`src/rtl/ram_cmd_arbiter_if.sv`:
```
// Host/RAM-side signal bundle for ram_cmd_arbiter: two requester ports, cache control,
// status, and the command RAM port.
interface ram_cmd_arbiter_if #(
  parameter int unsigned ADDR_SIZE = 8
) ();

  logic                 req0;
  logic                 req1;
  logic                 we0;
  logic                 we1;
  logic [ADDR_SIZE-1:0] addr0;
  logic [ADDR_SIZE-1:0] addr1;
  logic [ADDR_SIZE-1:0] wdata0;
  logic [ADDR_SIZE-1:0] wdata1;
  logic                 ack0;
  logic                 ack1;
  logic [ADDR_SIZE-1:0] rdata0;
  logic [ADDR_SIZE-1:0] rdata1;
  logic                 rd_err;
  logic                 cache_inv;
  logic                 busy;
  logic [ADDR_SIZE+1:0] ram_din;
  logic                 ram_rx_valid;
  logic [ADDR_SIZE-1:0] ram_dout;
  logic                 ram_tx_valid;

  // Environment side: requesters plus the RAM itself.
  modport master (
    output req0, req1, we0, we1, addr0, addr1, wdata0, wdata1, cache_inv,
    output ram_dout, ram_tx_valid,
    input  ack0, ack1, rdata0, rdata1, rd_err, busy, ram_din, ram_rx_valid
  );

  modport slave (
    input  req0, req1, we0, we1, addr0, addr1, wdata0, wdata1, cache_inv,
    input  ram_dout, ram_tx_valid,
    output ack0, ack1, rdata0, rdata1, rd_err, busy, ram_din, ram_rx_valid
  );

endinterface

```
`src/rtl/ram_cmd_arbiter.sv`:
```
// Round-robin arbiter that expands word read/write transactions from two requesters into
// command-RAM opcode sequences, optionally skipping redundant set-address commands.
module ram_cmd_arbiter #(
  parameter int unsigned ADDR_SIZE     = 8,
  parameter bit          ADDR_CACHE_EN = 1'b1
) (
  input logic              clk,
  input logic              rst,
  ram_cmd_arbiter_if.slave bus
);

  typedef enum logic [2:0] {
    StIdle,
    StWaddr,
    StWdata,
    StRaddr,
    StRcmd,
    StRcap,
    StAck
  } state_e;

  state_e               state_q, state_d;
  logic                 win_q, win_d;
  logic                 ptr_q, ptr_d;
  logic                 we_q, we_d;
  logic [ADDR_SIZE-1:0] addr_q, addr_d;
  logic [ADDR_SIZE-1:0] wdata_q, wdata_d;
  logic                 err_q;
  logic [ADDR_SIZE-1:0] rdata0_q, rdata1_q;
  logic                 wc_vld_q, rc_vld_q;
  logic [ADDR_SIZE-1:0] wc_addr_q, rc_addr_q;

  logic                 any_req;
  logic                 sel_win;
  logic                 sel_we;
  logic [ADDR_SIZE-1:0] sel_addr;
  logic [ADDR_SIZE-1:0] sel_wdata;
  logic                 w_hit;
  logic                 r_hit;

  // Arbitration candidate; only consumed while idle.
  assign any_req   = bus.req0 | bus.req1;
  assign sel_win   = (bus.req0 && bus.req1) ? ptr_q : bus.req1;
  assign sel_we    = sel_win ? bus.we1    : bus.we0;
  assign sel_addr  = sel_win ? bus.addr1  : bus.addr0;
  assign sel_wdata = sel_win ? bus.wdata1 : bus.wdata0;

  // An invalidate in the same cycle forces a miss.
  assign w_hit = ADDR_CACHE_EN && !bus.cache_inv && wc_vld_q && (sel_addr == wc_addr_q);
  assign r_hit = ADDR_CACHE_EN && !bus.cache_inv && rc_vld_q && (sel_addr == rc_addr_q);

  always_comb begin
    state_d = state_q;
    win_d   = win_q;
    ptr_d   = ptr_q;
    we_d    = we_q;
    addr_d  = addr_q;
    wdata_d = wdata_q;
    unique case (state_q)
      StIdle: begin
        if (any_req) begin
          win_d   = sel_win;
          ptr_d   = ~sel_win;
          we_d    = sel_we;
          addr_d  = sel_addr;
          wdata_d = sel_wdata;
          if (sel_we) begin
            state_d = w_hit ? StWdata : StWaddr;
          end else begin
            state_d = r_hit ? StRcmd : StRaddr;
          end
        end
      end
      StWaddr: state_d = StWdata;
      StWdata: state_d = StAck;
      StRaddr: state_d = StRcmd;
      StRcmd:  state_d = StRcap;
      StRcap:  state_d = StAck;
      StAck:   state_d = StIdle;
      default: state_d = StIdle;
    endcase
  end

  always_ff @(posedge clk or posedge rst) begin
    if (rst) begin
      state_q <= StIdle;
      win_q   <= 1'b0;
      ptr_q   <= 1'b0;
      we_q    <= 1'b0;
      addr_q  <= '0;
      wdata_q <= '0;
    end else begin
      state_q <= state_d;
      win_q   <= win_d;
      ptr_q   <= ptr_d;
      we_q    <= we_d;
      addr_q  <= addr_d;
      wdata_q <= wdata_d;
    end
  end

  // Address caches track the last address command actually sent to the RAM.
  always_ff @(posedge clk or posedge rst) begin
    if (rst) begin
      wc_vld_q  <= 1'b0;
      rc_vld_q  <= 1'b0;
      wc_addr_q <= '0;
      rc_addr_q <= '0;
    end else if (bus.cache_inv) begin
      wc_vld_q <= 1'b0;
      rc_vld_q <= 1'b0;
    end else begin
      if (state_q == StWaddr) begin
        wc_vld_q  <= 1'b1;
        wc_addr_q <= addr_q;
      end
      if (state_q == StRaddr) begin
        rc_vld_q  <= 1'b1;
        rc_addr_q <= addr_q;
      end
    end
  end

  always_ff @(posedge clk or posedge rst) begin
    if (rst) begin
      err_q    <= 1'b0;
      rdata0_q <= '0;
      rdata1_q <= '0;
    end else if (state_q == StRcap) begin
      err_q <= ~bus.ram_tx_valid;
      if (win_q) begin
        rdata1_q <= bus.ram_dout;
      end else begin
        rdata0_q <= bus.ram_dout;
      end
    end
  end

  always_comb begin
    bus.ram_rx_valid = 1'b0;
    bus.ram_din      = '0;
    bus.ack0         = 1'b0;
    bus.ack1         = 1'b0;
    bus.rd_err       = 1'b0;
    unique case (state_q)
      StWaddr: begin
        bus.ram_rx_valid = 1'b1;
        bus.ram_din      = {2'b00, addr_q};
      end
      StWdata: begin
        bus.ram_rx_valid = 1'b1;
        bus.ram_din      = {2'b01, wdata_q};
      end
      StRaddr: begin
        bus.ram_rx_valid = 1'b1;
        bus.ram_din      = {2'b10, addr_q};
      end
      StRcmd: begin
        bus.ram_rx_valid = 1'b1;
        bus.ram_din      = {2'b11, {ADDR_SIZE{1'b0}}};
      end
      StAck: begin
        bus.ack0   = ~win_q;
        bus.ack1   = win_q;
        bus.rd_err = err_q & ~we_q;
      end
      default: ;
    endcase
  end

  assign bus.busy   = (state_q != StIdle);
  assign bus.rdata0 = rdata0_q;
  assign bus.rdata1 = rdata1_q;

endmodule

```
`src/flat_wrapper.sv`:
```
// flat-port wrapper written by rule: the top's interface ports become plain ports
module ram_cmd_arbiter_flat 
#(
  parameter int unsigned ADDR_SIZE     = 8,
  parameter bit          ADDR_CACHE_EN = 1'b1
)
  (clk, rst, bus_req0, bus_req1, bus_we0, bus_we1, bus_addr0, bus_addr1, bus_wdata0, bus_wdata1, bus_cache_inv, bus_ram_dout, bus_ram_tx_valid, bus_ack0, bus_ack1, bus_rdata0, bus_rdata1, bus_rd_err, bus_busy, bus_ram_din, bus_ram_rx_valid);
  ram_cmd_arbiter_if #(.ADDR_SIZE(ADDR_SIZE)) bus_i ();
  input logic clk;
  input logic rst;
  input wire logic [$bits(bus_i.req0)-1:0] bus_req0;
  input wire logic [$bits(bus_i.req1)-1:0] bus_req1;
  input wire logic [$bits(bus_i.we0)-1:0] bus_we0;
  input wire logic [$bits(bus_i.we1)-1:0] bus_we1;
  input wire logic [$bits(bus_i.addr0)-1:0] bus_addr0;
  input wire logic [$bits(bus_i.addr1)-1:0] bus_addr1;
  input wire logic [$bits(bus_i.wdata0)-1:0] bus_wdata0;
  input wire logic [$bits(bus_i.wdata1)-1:0] bus_wdata1;
  input wire logic [$bits(bus_i.cache_inv)-1:0] bus_cache_inv;
  input wire logic [$bits(bus_i.ram_dout)-1:0] bus_ram_dout;
  input wire logic [$bits(bus_i.ram_tx_valid)-1:0] bus_ram_tx_valid;
  output wire logic [$bits(bus_i.ack0)-1:0] bus_ack0;
  output wire logic [$bits(bus_i.ack1)-1:0] bus_ack1;
  output wire logic [$bits(bus_i.rdata0)-1:0] bus_rdata0;
  output wire logic [$bits(bus_i.rdata1)-1:0] bus_rdata1;
  output wire logic [$bits(bus_i.rd_err)-1:0] bus_rd_err;
  output wire logic [$bits(bus_i.busy)-1:0] bus_busy;
  output wire logic [$bits(bus_i.ram_din)-1:0] bus_ram_din;
  output wire logic [$bits(bus_i.ram_rx_valid)-1:0] bus_ram_rx_valid;
  assign bus_i.req0 = bus_req0;
  assign bus_i.req1 = bus_req1;
  assign bus_i.we0 = bus_we0;
  assign bus_i.we1 = bus_we1;
  assign bus_i.addr0 = bus_addr0;
  assign bus_i.addr1 = bus_addr1;
  assign bus_i.wdata0 = bus_wdata0;
  assign bus_i.wdata1 = bus_wdata1;
  assign bus_i.cache_inv = bus_cache_inv;
  assign bus_i.ram_dout = bus_ram_dout;
  assign bus_i.ram_tx_valid = bus_ram_tx_valid;
  assign bus_ack0 = bus_i.ack0;
  assign bus_ack1 = bus_i.ack1;
  assign bus_rdata0 = bus_i.rdata0;
  assign bus_rdata1 = bus_i.rdata1;
  assign bus_rd_err = bus_i.rd_err;
  assign bus_busy = bus_i.busy;
  assign bus_ram_din = bus_i.ram_din;
  assign bus_ram_rx_valid = bus_i.ram_rx_valid;
  ram_cmd_arbiter #(.ADDR_SIZE(ADDR_SIZE), .ADDR_CACHE_EN(ADDR_CACHE_EN)) u_core (.clk(clk), .rst(rst), .bus(bus_i));
endmodule
```
`config.mk`:
```
export PLATFORM = sky130hd
export DESIGN_NAME = ram_cmd_arbiter_flat
export DESIGN_NICKNAME = d
export VERILOG_FILES = /design/src/rtl/ram_cmd_arbiter_if.sv /design/src/rtl/ram_cmd_arbiter.sv /design/src/flat_wrapper.sv
export SDC_FILE = /design/constraint.sdc
export NUM_CORES = 1
export LEC_CHECK = 0
export CORE_MARGIN = 4
export CORE_UTILIZATION = 25
export CTS_BUF_LIST = sky130_fd_sc_hd__clkbuf_4
export DETAILED_ROUTE_END_ITERATION = 6
export GPL_ROUTABILITY_DRIVEN = 0
export GPL_TIMING_DRIVEN = 0
export SLEW_MARGIN = 20
export SYNTH_ARGS = -nofsm -noshare
export SYNTH_HDL_FRONTEND = slang
export SYNTH_SLANG_ARGS = --single-unit
```
`constraint.sdc`:
```
create_clock -name clk -period 2.2 [get_ports clk]
set_input_delay 0.33 -clock clk [delete_from_list [all_inputs] [get_ports clk]]
set_output_delay 0.33 -clock clk [all_outputs]
set_load 0.05 [all_outputs]
```
; Yosys cells after proc, flatten, opt, wreduce, memory -nomap -nowiden
; Cells that the tools add are included.
[totals]
output_inout_bits = 31
reg_bits = 57
inputBits = 48
word_cells = 64
[classes]
n_mux = 18
bitwise_logic = 7
n_eq_ne = 9
n_reduce_logical = 17
[op_table]
columns = cell, count
row1 = case mux 10 bit (4 select lines), 1
row2 = == test 8 bit, 2
row3 = two-way mux 8 bit, 2
row4 = case mux 3 bit (5 select lines), 1
row5 = two-way mux 1 bit, 10
row6 = AND reduction 2 bit, 5
row7 = == test 3 bit (second input constant), 3
row8 = two-way mux 3 bit, 3
row9 = == test 3 x 2 -> 1 bit (second input constant), 2
row10 = logical AND 1 bit, 5
row11 = NOT 1 bit, 5
row12 = nonzero test 2 bit, 2
row13 = OR reduction 4 bit, 1
row14 = == test 3 x 1 -> 1 bit (second input constant), 1
row15 = logical NOT 3 bit, 1
row16 = nonzero test 3 bit, 1
row17 = two-way mux 2 bit, 1
row18 = inequality test 2 x 1 -> 1 bit (second input constant), 1
row19 = OR reduction 2 bit, 1
row20 = bitwise AND 1 bit, 1
row21 = logical NOT 1 bit, 1
row22 = bitwise OR 1 bit, 1

; Logic depth before layout (Yosys ltp)
; Gate-level depths: netlist of run 1.
[logic_depth]
ltp_word = 9
depth_mapped = 7
mapped_depth_nobuf = 6

; Worst setup path after synthesis of run 1
; No wires, ideal clock.
[synth_timing]
kind = reg2out
from = register u_core.state_q[1]
to = output bus_rd_err
path_stages_with_launch = 5
t_arrival_ns = 2.093
path_slack_ns = -0.223
path_buffers = 1
cell_sequence = dfrtp_1 buf_2 nor2b_1 nand2_1 nor3b_1
[synth_between]
elab_chain_len = 2
[synth_rtl]
columns = item, line_no
row1 = from (decl), ram_cmd_arbiter.sv:22  ; state_e state_q, state_d;
row2 = from (signal assigned), ram_cmd_arbiter.sv:86  ; state_q <= StIdle;
row3 = from (signal assigned), ram_cmd_arbiter.sv:93  ; state_q <= state_d;
row4 = == test 3 bit, ram_cmd_arbiter.sv:145  ; unique case (state_q)
row5 = two-way mux 1 bit, ram_cmd_arbiter.sv:145
row6 = to (decl), flat_wrapper.sv:26  ; output wire logic [$bits(bus_i.rd_err)-1:0] bus_rd_err;
; No other way between the ends.

; Worst setup path after layout of run 1
[layout_timing]
from = register u_core.state_q[2]
to = output bus_ram_din[9]
[layout_between]
elab_chain_len = 2
elab_cells_between_ends = 5
cone_classes = eq/ne (4) / mux (1)
[layout_rtl]
columns = item, line_no
row1 = "== test 3 bit, or another cell as far along", ram_cmd_arbiter.sv:145
row2 = case mux 10 bit (4 select lines) (*), ram_cmd_arbiter.sv:145
row3 = to (decl), flat_wrapper.sv:28  ; output wire logic [$bits(bus_i.ram_din)-1:0] bus_ram_din;
; Mark *: on every way between the ends. The rest lies on a longest branch, timed or not.

==> results of run 1 <==
## Yosys cell counts (2+ instances only)
| cell type | instances | area [um2] |
|---|---|---|
| o2111ai_1 | 6 | 52.6 |
| a21oi_1 | 10 | 50.1 |
| xor2_1 | 5 | 43.8 |
| and2b_1 | 2 | 15.0 |
| buf_4 | 2 | 15.0 |
| nand2_1 | 36 | 135 |
| a22oi_1 | 12 | 90.1 |
| a211o_1 | 2 | 17.5 |
| nor2_1 | 23 | 86.3 |
| buf_2 | 3 | 15.0 |
| clkbuf_1 | 5 | 18.8 |
| mux2_2 | 31 | 349 |
| inv_1 | 9 | 33.8 |
| mux2i_1 | 5 | 50.1 |
| o21ai_0 | 27 | 135 |
| a211oi_1 | 2 | 15.0 |
| nor2_2 | 3 | 18.8 |
| o211ai_1 | 5 | 37.5 |
| a21boi_0 | 2 | 15.0 |
| or2_2 | 3 | 18.8 |
| nand2b_1 | 11 | 68.8 |
| and2_1 | 2 | 12.5 |
| nor2b_1 | 5 | 31.3 |
| xnor2_1 | 6 | 52.6 |
| a21o_1 | 2 | 15.0 |
| dfrtp_1 | 57 | 1430 |
## per-layer routing
layer,track usage,up-vias,part of all wire
met5,0,-,0
met4,0.0369,0,0.012
met3,0.0359,10,0.048
met2,0.224,78,0.49
met1,0.162,1283,0.45
li1,-,1259,-
## cell type report
type / count / area, um2
Tap cell: 147 / 184
Timing Repair Buffer: 78 / 714
Clock buffer: 12 / 90.1
Sequential cell: 57 / 1430
Buffer: 11 / 60.1
Multi-Input combinational cell: 224 / 1550
Inverter: 10 / 40.0
Fill cell: 1252 / 7880
Clock inverter: 4 / 20.0
## worst max path at each step
| stage | startpoint | to | slack, ps | depth (start not counted) |
|---|---|---|---|---|
| 2_1_floorplan | u_core.state_q[2] | bus_ram_din[9] | 30 | 3 |
| 3_3_place_gp | rst | u_core.bus.rdata0[7] | -600 | 2 |
| 3_5_place_dp | u_core.state_q[1] | bus_rd_err | -360 | 5 |
| 4_1_cts | u_core.state_q[0] | bus_ram_din[3] | 4 | 5 |
| 5_1_grt | u_core.ptr_q | u_core.state_q[0] | -20 | 7 |
| 6_report | u_core.state_q[2] | bus_ram_din[9] | 120 | 5 |
## registers in the layout, indices dropped and copies added, names as in the netlist, 3 cells and up
signal and cells:
u_core.wdata_q 8, u_core.bus.rdata0 8, u_core.rc_addr_q 8, u_core.state_q 3
u_core.addr_q 8, u_core.bus.rdata1 8, u_core.wc_addr_q 8
## stage by stage
stage	TNS, ps	area (um2)
2_1_floorplan	0	3050
3_3_place_gp	-37710	4020
3_5_place_dp	-4190	4020
4_1_cts	0	4100
5_1_grt	-16.9	4090
6_report	0	4090
## worst reg2reg max path, delay by kind of cell (launching register included)
kind,cells,cell delay [ps]
simple gates,2,970
mux,1,420
flops,1,330
buf+inv,1,230
## power groups by stage
stage / registers (uW) / clock network [uW] / logic (uW)
4_1_cts: 1950 / 686 / 3290
3_3_place_gp: 1940 / 0 / 3300
5_1_grt: 2010 / 730 / 3500
2_1_floorplan: 2380 / 0 / 1800
6_report: 1950 / 662 / 3250
3_5_place_dp: 1970 / 0 / 3340
## cells by family after synthesis
logic type	after synthesis	share of synthesized area
buf+inv	21	0.0296
simple gates	96	0.159
xor+xnor	11	0.0316
flops	57	0.468
compound gates	80	0.177
mux	37	0.135
## repair_timing
| action | CTS | global route |
|---|---|---|
| hold buffers | 0 | 0 |
| pin swaps | 0 | 0 |
| gates resized for setup | 68 | 18 |
| endpoints found under the setup margin | 15 | 13 |
==> summary.md, run 1 <==
| Metric | Value |
|---|---|
| CP Capture Type | `output port` |
| Final HPWL DP | `between 6000 and 7000 um` |
| IO Count | `79` |
| Clock latency on the worst-skew pair | `400 ps` |
| Slew at the pin closest to its max-slew limit | `approximately 880 ps` |
| Total power | `5860 uW` |
| Fmax | `roughly 480 MHz` |
| FF-to-FF End | `u_core.wc_addr_q[6]` |
| Commonest non-fill, non-tap cell in the layout | `clkdlybuf4s50_1` |
| NetSw | `between 2000 and 3000 uW` |
| Flop2flop setup slack | `~140 ps` |
| Reg2reg start | `u_core.state_q[0]` |
| First-pass GRT wire length | `14700 um` |
| Synthesized cell area | `slightly above 0.003 mm2` |
| Clk pwr share | `0.113` |
| Drt via density | `between 4 and 5` |
| Num CTS Buffers | `9` |
| CP Class | `flop to output port` |
| Layout cell share with drive strength beyond 1 | `0.222` |
| Htree depth | `3` |
| Crit path buffers/inverters | `3` |
| Hold Crit Class | `input pin to asynchronous set/reset pin` |
| Antenna cells | `0` |
| Cells after synthesis | `approximately 300` |
| CP Cell Sequence | `buf_2 > clkbuf_2 > nand2_1 > o21ai_0 > buf_2` |
| Highest net fanout along the worst path | `10` |
| Hold slack final | `roughly 400 ps` |
| Initial antenna violation count | `0` |
| Max-cap violations | `0` |
| P_int | `roughly 3000 uW` |
| Peak supply drop | `between 0.4 and 0.5 mV` |
| Most used DFF post-synth | `dfrtp_1` |
| Critical Path Most Common Cell | `buf_2` |
| Setup ws final | `about 120 ps` |
| Global route overflow | `0` |
| Slew Viols, Final | `0` |
| Synth unique cells | `between 50 and 60` |
| Synth Warn # | `0` |
| Cells after DPL | `527` |
| Final worst path period need | `approximately 2100 ps` |
| DR pass1 iterations | `4` |
| Setup crit start kind | `flop` |
| DP Worst Slack | `-364 ps` |
| Starting Density | `0.255` |
| Finished Layout Cells | `543` |
| Number of global-route vias before repair | `~2900` |
| Routed WL | `8960 um` |
| DRT antenna net count | `0` |
| Clock Tree Buf Depth | `2` |
| Post-DR wirelength/cell | `16.5 um` |
| Crit path max-delay family | `buffers and inverters` |
| Leak | `0.00176 uW` |
| Worst Reg-to-Reg Cells | `4` |
| Via Count | `between 2000 and 3000` |
| Mapped Avg Cell Area | `roughly 10 um2` |
| Worst path slowest cell | `dfrtp_1` |
| Critical Path RT | `between 1500 and 2000 ps` |
| Input/output buffers | `78` |
| Share of the clock period used by the worst path | `0.947` |
| Post-synth EDFFs | `0` |
| Sequential share of the synthesized area | `0.468` |
| CTS sink count | `between 50 and 60` |
| Combinational cell fraction of total power | `0.554` |
| Pin count of the biggest net entering global routing | `58` |
| Syn nets | `350` |
| Post-route DRC | `0` |
| Power Density | `around 1400 mW/mm2` |
| CTS tree | `yes` |
| Root Buffer | `clkbuf_4` |
| CP arrival | `between 1500 and 2000 ps` |
| Status | `completed` |
| Worst-path clk slew | `100 ps` |
| Yosys reg bits | `57` |
| Worst slew margin | `0.414` |
| Final setup violation count | `0` |
| Die Y | `118 um` |
| Iteration-0 DRC Markers | `around 260` |
| Most frequent cells in the layout | `clkdlybuf4s50_1 (63), dfrtp_1 (57), nand2_1 (35), mux2_2 (31), o21ai_0 (27)` |
| Sequential power share | `0.333` |
| Die width | `roughly 120 um` |
| Largest stage delay, worst path | `roughly 330 ps` |
| DIE AREA | `~0.014 mm2` |
| Switching share of power | `0.487` |
| P&R area growth vs syn | `34.1%` |
| Post-CTS setup buffer count | `0` |
| FP Rows | `40` |
| Asr flop ratio synth | `1.00` |
| Core area | `roughly 0.012 mm2` |
| Tot GR Track Use | `0.131` |
| Final hold violation count | `0` |
| Setup Skew | `roughly 13 ps` |
| Core Util, Final | `0.342` |
| Nets@finish | `roughly 440` |
(Power assumes the default switching activity.)
==> inputs of run 2 (changes only) <==
ABC_AREA = 1   (was not set)
==> run 2 against run 1 <==
Count of clock-buffer cells in the layout fell by 1. Die area fell by 4.2%. Critical path depth rose by 1. Synthesized cell count rose by 25%. Core utilization rose by 0.84 points. Sequential power fell by 6%. Highest routed layer unchanged.
==> summary.md, run 2 <==
| Metric | Value |
|---|---|
| Synth top area share | `0.490` |
| Yosys reg bits | `57` |
| Peak supply drop | `~0.86 mV` |
| Post-DR wirelength/cell | `14.1 um` |
| Synth Warn # | `0` |
| Crit path buffers/inverters | `3` |
| Share of the clock period used by the worst path | `0.951` |
| Slew at the pin closest to its max-slew limit | `around 700 ps` |
| Syn nets | `roughly 420` |
| Die width | `around 120 um` |
| Yosys top cell by area | `dfrtp_1` |
| Flop2flop setup slack | `340 ps` |
| Worst slew margin | `0.534` |
| Htree depth | `3` |
| FF-to-FF End | `u_core.state_q[2]` |
| Die Y | `between 100 and 150 um` |
| Sequential share of the synthesized area | `0.490` |
| Reg2reg start | `u_core.ptr_q` |
| Final setup violation count | `0` |
| Pin count of the biggest net entering global routing | `58` |
| Core Util, Final | `0.350` |
| CTS tree | `yes` |
| CTS sink count | `57` |
| Placement Cell Area | `between 0.003 and 0.004 mm2` |
| DRT antenna net count | `0` |
| CP Capture Type | `output port` |
| Root Buffer | `clkbuf_4` |
| Cells after synthesis | `around 380` |
| Crit path max-delay family | `buffers and inverters` |
| Final HPWL DP | `~6600 um` |
| Tot GR Track Use | `0.132` |
| Worst Reg-to-Reg Cells | `12` |
| Fmax | `478 MHz` |
| Clock Tree Buf Depth | `2` |
| Most used DFF post-synth | `dfrtp_1` |
| Starting Density | `0.255` |
| Commonest non-fill, non-tap cell in the layout | `nand2_1` |
| Post-synth EDFFs | `0` |
| Finished Layout Cells | `616` |
| IO Count | `between 70 and 80` |
| Final worst path period need | `2090 ps` |
| CP Class | `flop to output port` |
| Most frequent cells in the layout | `nand2_1 (103), clkdlybuf4s50_1 (63), dfrtp_1 (57), inv_1 (51)` |
| Synth unique cells | `28` |
| Critical Path RT | `between 1500 and 2000 ps` |
| Worst path slowest cell | `dfrtp_1` |
| FP Rows | `39` |
| Post-route DRC | `0` |
| Cells after DPL | `597` |
| Leak | `just under 0.002 uW` |
| Setup Skew | `12.9 ps` |
| Drt via density | `~4.5` |
| Synthesized cell area | `slightly below 0.003 mm2` |
| P&R area growth vs syn | `37.3%` |
| Area contributors post-synth | `dfrtp_1 (49%), nand2_1 (13%), o21ai_0 (8.1%), nand3_1 (7.9%), inv_1 (6.8%)` |
| DIE AREA | `0.0134 mm2` |
| Num CTS Buffers | `9` |
| Final hold violation count | `0` |
| Largest stage delay, worst path | `430 ps` |
| Most common cell in the netlist | `nand2_1` |
| Mapped Avg Cell Area | `around 7.7 um2` |
| Core area | `~0.011 mm2` |
| CP arrival | `1760 ps` |
| Global route overflow | `0` |
| Antenna cells | `0` |
| DR pass1 iterations | `4` |
| Via Count | `roughly 2700` |
| Setup crit start kind | `flop` |
| Asr flop ratio synth | `1.00` |
| Worst-path clk slew | `roughly 100 ps` |
| Post-synth top cells | `nand2_1 (103), dfrtp_1 (57), inv_1 (53)` |
| Clock latency on the worst-skew pair | `approximately 400 ps` |
| Number of global-route vias before repair | `roughly 2800` |
| Status | `completed` |
| Slew Viols, Final | `0` |
| Hold Crit Class | `input pin to asynchronous set/reset pin` |
| Layout cell share with drive strength beyond 1 | `0.108` |
| Setup_tns | `0 ps` |
| First-pass GRT wire length | `around 14000 um` |
| Nets@finish | `516` |
| # hold bufs at CTS | `0` |
| Iteration-0 DRC Markers | `118` |
| Input/output buffers | `78` |
| Power Density | `1410 mW/mm2` |
| Post-Layout Inst Area | `0.00400 mm2` |
| CP Cell Sequence | `inv_1 > nor3_4 > buf_4 > nand2_1 > o21ai_0 > clkbuf_4` |
| Initial antenna violation count | `0` |
| Routed WL | `8660 um` |
| Highest net fanout along the worst path | `5` |
| Max-cap violations | `0` |
==> run 2: cell types whose count changed after synthesis, moves of 5 or more <==
cell	delta
inv_1	+44
nor2b_1	-5
a22oi_1	-12
nand3_1	+45
mux2i_1	-5
xnor2_1	-5
nand2_1	+67
nand2b_1	-11
nand3b_1	+5
o22ai_1	+6
o21ai_0	+20
o2111ai_1	-6
mux2_2	-31
a21oi_1	-9
==> run 2: area by class of cell <==
cell class | instances | area [um2]
repair inverters | 1 | 3.75
clock buffers | 11 | 82.6
clock inverters | 5 | 46.3
well taps | 143 | 179
fillers | 1233 | 7420
plain buffers | 11 | 72.6
multi-input cells | 252 | 1210
inverters | 56 | 214
repair buffers | 80 | 757
flip-flops and latches | 57 | 1430
==> run 2: worst max-delay path by stage <==
stage | end | slack [ps] | from | cells after the start
finish | bus_ram_din[7] | 110 | u_core.state_q[1] | 6
global placement | u_core.rc_vld_q | -570 | rst | 2
floorplan | bus_ram_din[5] | 4 | u_core.state_q[2] | 3
detailed placement | bus_ram_din[1] | -460 | u_core.state_q[1] | 5
global route | bus_ram_din[7] | -7 | u_core.state_q[1] | 6
CTS | bus_rd_err | 3 | u_core.state_q[0] | 4
==> run 2: per-stage QoR <==
step                      setup slack, ps  hold WS [ps]  total power [uW]
after floorplan                      4.03           438              3890
after global placement               -571           461              4890
after detailed placement             -457           471              4930
after CTS                            3.04           421              5620
after global routing                -6.72           447              6060
final                                 107           393              5650
==> run 2: metal layers <==
layer | vias up | part of all wire | global-route usage | wire length (um)
met4 | 0 | 0.013 | 0.0518 | 110
met3 | 9 | 0.12 | 0.0595 | 1010
met5 | - | 0 | 0 | 0
met2 | 91 | 0.43 | 0.198 | 3710
met1 | 1257 | 0.44 | 0.168 | 3820
li1 | 1386 | - | - | -
==> run 2: timing repair <==
action,in CTS,in global routing
gates cloned,0,1
resized for setup,72,14
buffers inserted,0,2
endpoints found under the setup margin,15,13
pin swaps,0,1
==> run 2: worst register-to-register path, cell delays in order, from the launching register on <==
cell      delay (ps)
dfrtp_1          380
inv_1             80
nand2_2           90
clkbuf_8         180
nand3_1           80
nand2_1          140
nor2_1           160
nand2_1           70
nor2_1           100
nand3_1          120
nor2_2           170
nand2_1           80
a31oi_1          150
==> run 2: cell families after synthesis <==
| family | Yosys count | share of synthesized area |
|---|---|---|
| AO/OA/AOI/OAI | 62 | 0.115 |
| XOR/XNOR | 4 | 0.0120 |
| flip-flops | 57 | 0.490 |
| AND/OR/NAND/NOR | 186 | 0.285 |
| buffers and inverters | 67 | 0.0972 |
==> run 2: where the power goes <==
group | internal [uW] | total (uW) | switching, uW
Sequential | 1540 | 1830 | 290
Combinational | 973 | 3070 | 2090
Clock | 360 | 751 | 391
==> inputs of run 3 (changes only) <==
PLACE_DENSITY = 0.49   (was not set)
==> run 3 against run 2 <==
Clock skew down 6.1 ps. Combinational power about the same. Count of clock-buffer cells in the layout down 2. Clock power down 6.5%. Critical path type unchanged.
==> summary.md, run 3 (synthesis results as in run 2) <==
| Metric | Value |
|---|---|
| Clock Tree Buf Depth | `2` |
| DR pass1 iterations | `5` |
| Input/output buffers | `78` |
| P_int | `approximately 2900 uW` |
| Crit path buffers/inverters | `3` |
| Combinational cell fraction of total power | `0.549` |
| Core area | `between 0.01 and 0.015 mm2` |
| Htree depth | `3` |
| Setup Skew | `between 6 and 7 ps` |
| Drt via density | `about 4.4` |
| Highest net fanout along the worst path | `10` |
| Clk pwr share | `0.125` |
| Setup ws final | `around 80 ps` |
| DRT antenna net count | `0` |
| Worst Reg-to-Reg Cells | `5` |
| Final setup violation count | `0` |
| Iteration-0 DRC Markers | `between 150 and 200` |
| Via Count | `around 2700` |
| Max-cap violations | `0` |
| Starting Density | `0.255` |
| Die width | `approximately 120 um` |
| CP Capture Type | `output port` |
| CP Class | `flop to output port` |
| Sequential power share | `0.326` |
| Routed WL | `slightly below 9000 um` |
| Most frequent cells in the layout | `nand2_1 (103), clkdlybuf4s50_1 (63), dfrtp_1 (57), inv_1 (51), nand3_1 (46)` |
| Power Density | `1400 mW/mm2` |
| CP Cell Sequence | `inv_1 > nor2_1 > bufinv_8 > o22ai_1 > buf_4` |
| DIE AREA | `around 0.013 mm2` |
| Global route overflow | `0` |
| Layout cell share with drive strength beyond 1 | `0.102` |
| Post-DR wirelength/cell | `approximately 14 um` |
| # hold bufs at CTS | `0` |
| Root Buffer | `clkbuf_4` |
| IO Count | `79` |
| CTS sink count | `57` |
| Worst path slowest cell | `dfrtp_1` |
| CP arrival | `between 1500 and 2000 ps` |
| Slew Viols, Final | `0` |
| Commonest non-fill, non-tap cell in the layout | `nand2_1` |
| Peak supply drop | `0.740 mV` |
| WP depth | `5` |
| Leak | `slightly below 0.002 uW` |
| Pin count of the biggest net entering global routing | `36` |
| Initial antenna violation count | `0` |
| Critical Path RT | `~1900 ps` |
| Clock latency on the worst-skew pair | `about 400 ps` |
| Antenna cells | `0` |
| Worst slew margin | `0.646` |
| Final hold violation count | `0` |
| CTS tree | `yes` |
| # fillers | `around 1200` |
| Core Util, Final | `0.352` |
| Nets@finish | `516` |
| Die Y | `about 120 um` |
| Setup crit start kind | `flop` |
| Post-route DRC | `0` |
| Largest stage delay, worst path | `about 420 ps` |
| Hold Crit Class | `input pin to asynchronous set/reset pin` |
| First-pass GRT wire length | `14400 um` |
| DP Worst Slack | `-526 ps` |
| Slew at the pin closest to its max-slew limit | `~530 ps` |
| Number of global-route vias before repair | `about 2800` |
| FP Rows | `39` |
| P&R area growth vs syn | `38.0%` |
| Num CTS Buffers | `9` |
| Final worst path period need | `2120 ps` |
| Crit path max-delay family | `buffers and inverters` |
| Worst-path clk slew | `~90 ps` |
| Fmax | `472 MHz` |
| Share of the clock period used by the worst path | `0.964` |
| Switching share of power | `0.489` |
| Tot GR Track Use | `0.137` |
| Final HPWL DP | `6770 um` |
| NetSw | `between 2000 and 3000 uW` |
| Status | `completed` |
run 3: cell count changes in the layout (fill, tap and decap cells not counted), sizes merged:
cell / delta
clkdlybuf4s15: +1
buf: +1
bufinv: +1
inv: -1
clkbuf: -4
clkdlybuf4s18: +1
run 3: cell type report:
cell class | instances | area [um2] | area share
Buffer | 11 | 72.6 | 0.0181
Tap cell | 143 | 179 | 0.0445
Sequential cell | 57 | 1430 | 0.355
Inverter | 56 | 226 | 0.0564
Timing Repair Buffer | 81 | 783 | 0.195
Clock buffer | 9 | 67.6 | 0.0168
Clock inverter | 6 | 50.0 | 0.0125
Multi-Input combinational cell | 252 | 1210 | 0.302
run 3: what timing repair did:
action | 4_1_cts | 5_1_grt
pin swaps | 0 | 1
endpoints found under the setup margin | 15 | 13
resized for setup | 73 | 10
setup buffers | 0 | 2
run 3: stage by stage:
step                hold WS (ps)  instance area, um2  instances  setup TNS, ps  power (uW)
global route                 254                4020        615          -11.3        6060
finish                       231                4020        615              0        5610
global placement             463                3870        597         -42590        4920
detailed placement           466                3890        598          -4020        4950
CTS                          229                3980        613              0        5610
floorplan                    438                2910        376              0        3890
run 3: power by group through the flow:
stage               sequential, uW  clock (uW)  combinational, uW
floorplan                     2290           0               1600
finish                        1830         702               3080
CTS                           1830         727               3060
global placement              1830           0               3090
global route                  1900         774               3390
detailed placement            1820           0               3130
run 3: per-layer routing:
metal,GRT usage,vias up,wire length (um)
li1,-,1385,-
met5,0,-,0
met1,0.177,1214,4040
met2,0.218,91,3930
met3,0.0433,13,703
met4,0.0441,0,127
run 3: final timing paths:
path                                    from                    to  slack (ps)
setup reg to reg           u_core.state_q[0]     u_core.wdata_q[3]         390
setup / recovery           u_core.state_q[0]        bus_ram_din[2]          80
hold reg to reg              u_core.wc_vld_q       u_core.wc_vld_q         480
hold / removal                           rst  u_core.bus.rdata0[3]         230
min in group clk             u_core.wc_vld_q       u_core.wc_vld_q         480
max in group asynchronous                rst   u_core.rc_addr_q[3]        1480
